`src/rtl/debounce_pkg.sv`:
```
// Shared types and defaults for the input debouncer.
// State encoding and parameter defaults live here.
package debounce_pkg;

  localparam int SYNC_STAGES_DEF     = 2;
  localparam int DEBOUNCE_CYCLES_DEF = 4;

  typedef enum logic [1:0] {
    S_LOW,
    S_RISE_WAIT,
    S_HIGH,
    S_FALL_WAIT
  } debounce_state_t;

endpackage

```
`src/rtl/sync_chain.sv`:
```
// Multi-flop synchronizer for an asynchronous input.
// The last flop is the synchronized output.
module sync_chain #(
  parameter int STAGES = 2
) (
  input  logic clk_i,
  input  logic reset_i,
  input  logic d_i,
  output logic q_o
);

  if (STAGES < 2) begin : g_bad_stages
    $error("sync_chain: STAGES must be >= 2");
  end

  logic [STAGES-1:0] ff;

  // Shift the raw input through the flop chain.
  always_ff @(posedge clk_i or posedge reset_i) begin
    if (reset_i) begin
      ff <= '0;
    end else begin
      ff <= {ff[STAGES-2:0], d_i};
    end
  end

  assign q_o = ff[STAGES-1];

endmodule

```
`src/rtl/input_debouncer.sv`:
```
// Synchronizes and debounces a bouncy input.
// Edge pulses are built only when DEBOUNCE_EDGE_EN is defined.
module input_debouncer
  import debounce_pkg::*;
#(
  parameter int SYNC_STAGES     = SYNC_STAGES_DEF,
  parameter int DEBOUNCE_CYCLES = DEBOUNCE_CYCLES_DEF
) (
  input  logic clk_i,
  input  logic reset_i,
  input  logic raw_i,
  output logic level_o,
  output logic rise_o,
  output logic fall_o,
  output logic busy_o
);

  if (SYNC_STAGES < 2) begin : g_bad_sync
    $error("input_debouncer: SYNC_STAGES must be >= 2");
  end
  if (DEBOUNCE_CYCLES < 1) begin : g_bad_db
    $error("input_debouncer: DEBOUNCE_CYCLES must be >= 1");
  end

  localparam int CNT_W =
    (DEBOUNCE_CYCLES > 1) ? $clog2(DEBOUNCE_CYCLES) : 1;
  localparam logic [CNT_W-1:0] CNT_MAX =
    CNT_W'(DEBOUNCE_CYCLES - 1);

  logic            sync;
  debounce_state_t state_q;
  debounce_state_t state_d;
  logic [CNT_W-1:0] cnt_q;
  logic [CNT_W-1:0] cnt_d;
  logic            level_q;
  logic            level_d;
  logic            busy_q;
  logic            busy_d;

  sync_chain #(
    .STAGES (SYNC_STAGES)
  ) u_sync (
    .clk_i   (clk_i),
    .reset_i (reset_i),
    .d_i     (raw_i),
    .q_o     (sync)
  );

  // Next state: qualify a candidate level for DEBOUNCE_CYCLES+1 samples.
  always_comb begin
    state_d = state_q;
    cnt_d   = cnt_q;
    unique case (state_q)
      S_LOW: begin
        if (sync) begin
          state_d = S_RISE_WAIT;
          cnt_d   = '0;
        end
      end
      S_RISE_WAIT: begin
        if (!sync) begin
          state_d = S_LOW;
          cnt_d   = '0;
        end else if (cnt_q == CNT_MAX) begin
          state_d = S_HIGH;
        end else begin
          cnt_d = cnt_q + CNT_W'(1);
        end
      end
      S_HIGH: begin
        if (!sync) begin
          state_d = S_FALL_WAIT;
          cnt_d   = '0;
        end
      end
      S_FALL_WAIT: begin
        if (sync) begin
          state_d = S_HIGH;
          cnt_d   = '0;
        end else if (cnt_q == CNT_MAX) begin
          state_d = S_LOW;
        end else begin
          cnt_d = cnt_q + CNT_W'(1);
        end
      end
    endcase
  end

  // Moore outputs decoded from the next state, registered with it.
  always_comb begin
    level_d = (state_d == S_HIGH) || (state_d == S_FALL_WAIT);
    busy_d  = (state_d == S_RISE_WAIT) || (state_d == S_FALL_WAIT);
  end

  // State, counter and level/busy registers.
  always_ff @(posedge clk_i or posedge reset_i) begin
    if (reset_i) begin
      state_q <= S_LOW;
      cnt_q   <= '0;
      level_q <= 1'b0;
      busy_q  <= 1'b0;
    end else begin
      state_q <= state_d;
      cnt_q   <= cnt_d;
      level_q <= level_d;
      busy_q  <= busy_d;
    end
  end

  assign level_o = level_q;
  assign busy_o  = busy_q;

`ifdef DEBOUNCE_EDGE_EN
  logic rise_q;
  logic fall_q;

  // Pulse in the first cycle the registered level shows its new value.
  always_ff @(posedge clk_i or posedge reset_i) begin
    if (reset_i) begin
      rise_q <= 1'b0;
      fall_q <= 1'b0;
    end else begin
      rise_q <= level_d & ~level_q;
      fall_q <= ~level_d & level_q;
    end
  end

  assign rise_o = rise_q;
  assign fall_o = fall_q;
`else
  assign rise_o = 1'b0;
  assign fall_o = 1'b0;
`endif

endmodule

```
`config.mk`:
```
export PLATFORM = sky130hd
export DESIGN_NAME = input_debouncer
export DESIGN_NICKNAME = d
export VERILOG_FILES = /design/src/rtl/debounce_pkg.sv /design/src/rtl/sync_chain.sv /design/src/rtl/input_debouncer.sv
export SDC_FILE = /design/constraint.sdc
export NUM_CORES = 1
export LEC_CHECK = 0
export ABC_AREA = 1
export BUFFER_PORTS_ARGS = -buffer_cell sky130_fd_sc_hd__buf_2
export CAP_MARGIN = 20
export CORE_AREA = 2 2 39 41
export CTS_CLUSTER_SIZE = 28
export DETAILED_ROUTE_END_ITERATION = 6
export DIE_AREA = 0 0 41 43
export GPL_TIMING_DRIVEN = 0
export PLACE_DENSITY = 0.52
export SKIP_CTS_REPAIR_TIMING = 1
export SLEW_MARGIN = 20
export SYNTH_ARGS = -nofsm -noshare
export SYNTH_HDL_FRONTEND = slang
export SYNTH_SLANG_ARGS = --single-unit
```
`constraint.sdc`:
```
create_clock -name clk_i -period 1 [get_ports clk_i]
set_input_delay 0.05 -clock clk_i [delete_from_list [all_inputs] [get_ports clk_i]]
set_output_delay 0.05 -clock clk_i [all_outputs]
set_load 0.02 [all_outputs]
```
==> results of run 1 <==
## where the power goes
group	switching, uW	leakage (uW)	internal (uW)
combinational	191	0.000100	117
clock	94.7	0.0000150	152
sequential	90.7	0.0000873	372
total	376	0.000202	641
## worst min-delay path by stage
stage	start	slack, ns	to
6_report	reset_i	0.26	level_o
4_1_cts	reset_i	-0.29	cnt_q[1]
5_1_grt	reset_i	0.30	state_q[1]
3_3_place_gp	reset_i	-0.02	level_o
3_5_place_dp	reset_i	-0.02	level_o
2_1_floorplan	reset_i	-0.15	cnt_q[0]
## routing by layer
metal,wire (um),part of all wire
met5,0,0
met1,232,0.47
met2,242,0.49
met3,14,0.029
met4,0,0
## kinds of logic after synthesis
| kind of cell | after synthesis | share of synthesized area |
|---|---|---|
| simple gates | 13 | 0.198 |
| other cells | 1 | 0.0121 |
| compound gates | 5 | 0.105 |
| buf+inv | 8 | 0.121 |
| flops | 7 | 0.565 |
## stage by stage
stage / area, sq um / std cells / hold WS [ns] / power (uW) / util
floorplan: 314 / 35 / -0.147 / 682 / -
global placement: 354 / 55 / -0.0223 / 760 / 0.256
detailed placement: 354 / 55 / -0.0184 / 775 / 0.256
CTS: 380 / 59 / -0.291 / 1040 / 0.275
global route: 400 / 61 / 0.301 / 1110 / 0.289
finish: 400 / 61 / 0.264 / 1020 / 0.289
## cells in the final DEF, fill, tap and decap left out
cell / synthesis / routed
sky130_fd_sc_hd__inv_2: 0 / 1
sky130_fd_sc_hd__nand3_1: 5 / 5
sky130_fd_sc_hd__dfrtp_1: 7 / 7
sky130_fd_sc_hd__nand3b_1: 1 / 1
sky130_fd_sc_hd__clkbuf_4: 0 / 3
sky130_fd_sc_hd__o21ai_0: 3 / 3
sky130_fd_sc_hd__clkbuf_1: 0 / 1
sky130_fd_sc_hd__nor2_1: 1 / 1
sky130_fd_sc_hd__inv_1: 6 / 5
sky130_fd_sc_hd__buf_2: 0 / 4
sky130_fd_sc_hd__dlygate4sd3_1: 0 / 2
sky130_fd_sc_hd__nand2_2: 1 / 1
sky130_fd_sc_hd__nand2_1: 5 / 5
sky130_fd_sc_hd__a31oi_2: 1 / 1
sky130_fd_sc_hd__buf_4: 2 / 2
sky130_fd_sc_hd__o21ai_1: 1 / 1
sky130_fd_sc_hd__conb_1: 1 / 2
## worst register-to-register path, delay by kind of cell, from the launching register on
family	cells	cell delay (ns)
AOI/OAI and AO/OA	1	0.09
DFF	1	0.42
and+or+nand+nor	2	0.23
## state kept, by name, indices dropped and copies added, names as in the netlist
name / flops
state_q: 2
cnt_q: 2
u_sync.ff: 2
level_o: 1
## cell type report
type                       count  area [sq um]  share of cell area
multi-input combinational     20           101               0.253
tap                           16          20.0              0.0500
sequential                     7           175               0.438
clock buffer                   4          26.3              0.0656
timing repair buffer           6          40.0               0.100
inverter                       6          22.5              0.0562
buffer                         2          15.0              0.0375
==> run summary, run 1 <==
Outcome: completed
Met2 track demand over resource in global routing: 0.103
Critical Path Start Type: flip-flop
Cell types with the highest counts after synthesis: 7 x sky130_fd_sc_hd__dfrtp_1, 6 x sky130_fd_sc_hd__inv_1, 5 x sky130_fd_sc_hd__nand2_1, 5 x sky130_fd_sc_hd__nand3_1, 3 x sky130_fd_sc_hd__o21ai_0
Clock tree from TritonCTS: done
Cell-by-cell trace of the critical path: buf_2
Final critical path time including I/O delays and setup: 0.913 ns
Instance count of the mapped netlist: 34
DR WL/cell: 8.02 um
Initial drt markers: 3
Port-buffer cells: 4
Total routing resource utilization after global routing: 0.0751
Power Dens Cells: 2540 nW/um^2
Count of buffering cells on the critical path with inverters included: 1
Die Area: 1760 sq um
Worst flop-to-flop path startpoint: state_q[0]
Top area cells in the synthesized netlist: sky130_fd_sc_hd__dfrtp_1 56%, sky130_fd_sc_hd__nand3_1 8.1%, sky130_fd_sc_hd__inv_1 7.3%
Post-synthesis sequential area ratio: 0.565
Final hold viol count: 0
Unique masters post-synth: 12
Total Wirelength: 489 um
Logic depth of the worst setup path including buffers: 1
Critical path capture point: busy_o
Leading cell type by number of instances after synthesis: sky130_fd_sc_hd__dfrtp_1
Unrepaired setup endpoints after global routing: no
Terminus of the critical flop-to-flop path: level_o
Maximum number of pins on one net before global-route repair: 8
Total via count after detailed routing: 241
Proportion of netlist area held by the largest area contributor: 0.565
Routed Antenna Nets: 0
Top achievable clock speed: 1100 MHz
YS warnings: 0
CP Capture Type: output port
Initial antenna violation count: 0
Worst Skew: 0.00342 ns
Standby leakage power: 0.000202 uW
Vias/cell: 3.95
CP max stage cell: sky130_fd_sc_hd__dfrtp_1
Fraction of final layout cells with drive strength greater than 1: 0.267
Final-report max-slew violation count: 0
Layer carrying the most global-route usage: met2
Post-synth top flop: sky130_fd_sc_hd__dfrtp_1
Final-layout setup total negative slack: 0 ns
Clock Sink Count: 7
Worst IR Drop VDD: 0.881 mV
EDFF count, synth: 0
Number of fillers in the final layout: 158
Minimum setup slack in the final design: 0.0871 ns
Worst setup startpoint: state_q[0]
Number of top-level pins: 7
Cts bufs inserted: 3
Biggest fanout along the worst timing path: 6
GR Layer Usage met1: 0.0767
Required time of the worst setup path: 0.95 ns
Initial Utilization: 0.224
# setup viols final: 0
Largest delay contributor family on the critical path: flip-flops
Maximum Capacitance Violations: 0
Startpoint-to-endpoint class of the critical path: reg -> out
Number of detailed-route iterations in the first pass: 2
P&R area growth vs syn: 29.0%
Total half-perimeter wirelength after legalization and detailed placement: 385 um
Final period util: 0.913
Worst-case register-to-register setup slack: 0.13 ns
Endpoint arrival time on the critical path: 0.86 ns
Height of the die: 43 um
Flop and latch count out of synthesis: 7
Syn avg cell area: 9.13 sq um
Layout Nets: 49
Register clock-pin slew on the reported worst setup and hold paths: 0.05 ns
Global-route track usage on met3: 0.0314
Number of antenna diodes: 0
Library cell used as clock root buffer: sky130_fd_sc_hd__clkbuf_4
Latest clock arrival within the worst-skew pair: 0.25 ns
DRC violation count after routing: 0
Worst-case clock buffer depth: 2
Routability congestion estimate: 0.632
Post-synthesis instance area: 310 sq um
CTS HTree Levels: 1
Cell count of the worst reg-to-reg path: 3
Minimum setup slack after placement: 0.111 ns
Number of global-route vias before repair: 218
Number of placement rows: 14
Wire length of the first global-routing pass: 814 um
Global route total overflow: 0
Worst min-delay path class: in -> async
Horizontal die dimension: 41 um
Largest stage delay on the critical path: 0.42 ns
Core region area: 1380 sq um
Async S/R FF share, synth: 1.00
Area leader, netlist: sky130_fd_sc_hd__dfrtp_1
(Power assumes the default switching activity.)
==> inputs of run 2 (changes only) <==
--- a/config.mk
+++ b/config.mk
@@ -5,7 +5,6 @@
 export SDC_FILE = /design/constraint.sdc
 export NUM_CORES = 1
 export LEC_CHECK = 0
-export ABC_AREA = 1
 export BUFFER_PORTS_ARGS = -buffer_cell sky130_fd_sc_hd__buf_2
 export CAP_MARGIN = 20
 export CORE_AREA = 2 2 39 41
@@ -13,7 +12,7 @@
 export DETAILED_ROUTE_END_ITERATION = 6
 export DIE_AREA = 0 0 41 43
 export GPL_TIMING_DRIVEN = 0
-export PLACE_DENSITY = 0.52
+export PLACE_DENSITY = 0.5
 export SKIP_CTS_REPAIR_TIMING = 1
 export SLEW_MARGIN = 20
 export SYNTH_ARGS = -nofsm -noshare
==> constraint.sdc (replaced) <==
create_clock -name clk_i -period 0.85 [get_ports clk_i]
set_input_delay 0.0425 -clock clk_i [delete_from_list [all_inputs] [get_ports clk_i]]
set_output_delay 0.0425 -clock clk_i [all_outputs]
set_load 0.02 [all_outputs]
==> run summary, run 2 <==
Top achievable clock speed: 1010 MHz
Post-layout utilization of the core: 0.301
CTS HTree Levels: 1
YS warnings: 0
Vias/cell: 3.72
Proportion of netlist area held by the largest area contributor: 0.606
Number of detailed-route iterations in the first pass: 3
EDFF count, synth: 0
Minimum setup slack after placement: -0.205 ns
Final period util: 1.17
Required time of the worst setup path: 0.97 ns
Number of antenna diodes: 0
Area post-placement: 342 sq um
Initial Utilization: 0.209
Maximum number of pins on one net before global-route repair: 8
Wire length of the first global-routing pass: 800 um
Clock Sink Count: 7
Number of fillers in the final layout: 143
Leading cell type in the layout, fill and taps excluded: sky130_fd_sc_hd__dfrtp_1
Endpoint arrival time on the critical path: 1.11 ns
DR WL/cell: 9.04 um
Global-route track usage on met3: 0.0628
Horizontal die dimension: 41 um
Violated checks: negative setup slack
Layout Nets: 41
Outcome: complete, but fails checks
Maximum Capacitance Violations: 0
Flop and latch count out of synthesis: 7
Post-synthesis sequential area ratio: 0.606
Port-buffer cells: 4
Die Area: 1760 sq um
Biggest fanout along the worst timing path: 5
Instance count of the mapped netlist: 23
Critical Path Start Type: flip-flop
Met2 track demand over resource in global routing: 0.100
Most used cells in the layout excluding fill and tap cells: 6 x sky130_fd_sc_hd__dfrtp_1, 5 x sky130_fd_sc_hd__buf_4, 4 x sky130_fd_sc_hd__buf_2, 3 x sky130_fd_sc_hd__o21ai_0, 3 x sky130_fd_sc_hd__clkbuf_4
Register clock-pin slew on the reported worst setup and hold paths: 0.05 ns
Number of global-route vias before repair: 196
Library cell used as clock root buffer: sky130_fd_sc_hd__clkbuf_4
Layer carrying the most global-route usage: met2
Post-synth top flop: sky130_fd_sc_hd__dfrtp_1
Worst Hold Slack: 0.251 ns
Fraction of final layout cells with drive strength greater than 1: 0.486
Leading cell type by number of instances after synthesis: sky130_fd_sc_hd__dfrtp_1
Worst-case clock buffer depth: 2
Latest clock arrival within the worst-skew pair: 0.25 ns
CP Capture Type: flip-flop
Number of top-level pins: 7
Total via count after detailed routing: 197
P&R area growth vs syn: 44.2%
Area of all placed cells without fillers: 417 sq um
Final critical path time including I/O delays and setup: 0.992 ns
Worst min-delay path class: in -> async
GR Layer Usage met1: 0.0772
Area occupied by multi-input gates: 109 sq um
Routed Antenna Nets: 0
Worst IR Drop VDD: 1.43 mV
Top area cells in the synthesized netlist: sky130_fd_sc_hd__dfrtp_1 61%, sky130_fd_sc_hd__mux2_1 7.8%, sky130_fd_sc_hd__xnor2_2 5.6%
Post-synthesis instance area: 289 sq um
Startpoint-to-endpoint class of the critical path: reg -> reg
Unrepaired setup endpoints after global routing: yes
Total Wirelength: 479 um
Minimum setup slack in the final design: -0.142 ns
DRC violation count after routing: 0
Number of placement rows: 14
Sequential Area: 176 sq um
Routability congestion estimate: 0.642
Cell types with the highest counts after synthesis: 7 x sky130_fd_sc_hd__dfrtp_1, 3 x sky130_fd_sc_hd__o21ai_0, 2 x sky130_fd_sc_hd__buf_4, 2 x sky130_fd_sc_hd__inv_1, 2 x sky130_fd_sc_hd__mux2_1
Initial drt markers: 3
Power Dens Cells: 3060 nW/um^2
Placed cells: 44
Worst Skew: 0.00444 ns
Biggest regs: cnt_q (2), state_q (2), u_sync.ff (2)
Global route total overflow: 0
Final hold viol count: 0
Initial antenna violation count: 0
Async S/R FF share, synth: 1.00
Final-report max-slew violation count: 0
Standby leakage power: 0.000204 uW
Unique masters post-synth: 12
Final standard cell count with taps included and fillers excluded: 53
Total routing resource utilization after global routing: 0.0743
Height of the die: 43 um
Cts bufs inserted: 3
Clock tree from TritonCTS: done
Area leader, netlist: sky130_fd_sc_hd__dfrtp_1
Worst-case register-to-register setup slack: -0.14 ns
Syn avg cell area: 12.6 sq um
Core region area: 1380 sq um
# setup viols final: 6
[run 2: changes by cell type in the layout (fill, tap and decap cells not counted), moves of 2 or more]
cell / delta
sky130_fd_sc_hd__nand3_1: -5
sky130_fd_sc_hd__buf_4: +3
sky130_fd_sc_hd__inv_1: -3
sky130_fd_sc_hd__nand2_1: -4
sky130_fd_sc_hd__mux2_4: +2
[run 2: kinds of logic after synthesis]
kind of cell,Yosys count,synth area share
xor+xnor,1,0.0563
simple gates,4,0.0953
other cells,1,0.0130
mux,2,0.0779
buf+inv,4,0.0779
flops,7,0.606
compound gates,4,0.0736
[run 2: path summary, 6_finish.rpt]
kind                           endpoint         start  cells after the start
min                            cnt_q[1]       reset_i                      3
max in group asynchronous    state_q[0]       reset_i                      3
max                            cnt_q[1]    state_q[1]                      3
min in group clk_i         u_sync.ff[1]  u_sync.ff[0]                      0
max reg2reg                    cnt_q[1]    state_q[1]                      3
min reg2reg                u_sync.ff[1]  u_sync.ff[0]                      0
[run 2: layer usage]
layer,part of all wire,vias up
met2,0.51,8
met1,0.39,89
li1,-,100
met3,0.096,0
met5,0,-
met4,0,0
[run 2: cell type report]
| cell class | instances | area share |
|---|---|---|
| Multi-Input combinational cell | 13 | 0.261 |
| Tap cell | 16 | 0.0480 |
| Timing Repair Buffer | 9 | 0.150 |
| Sequential cell | 7 | 0.423 |
| Clock buffer | 4 | 0.0631 |
| Inverter | 2 | 0.0180 |
| Buffer | 2 | 0.0360 |
[run 2: critical path, cell delays in order (launching register included)]
cell	delay (ns)
sky130_fd_sc_hd__dfrtp_1	0.40
sky130_fd_sc_hd__xnor2_2	0.26
sky130_fd_sc_hd__buf_4	0.16
sky130_fd_sc_hd__o22ai_2	0.05
[run 2: power by group]
group	leakage, uW	switching, uW	internal, uW
Combinational	0.000103	193	239
Sequential	0.0000866	111	443
Clock	0.0000150	113	179
[run 2: metrics by stage]
stage	setup TNS, ns	total power (uW)
4_1_cts	-0.629	1190
3_3_place_gp	-0.289	848
6_report	-0.498	1280
5_1_grt	-0.850	1370
3_5_place_dp	-0.533	883
2_1_floorplan	-0.308	787
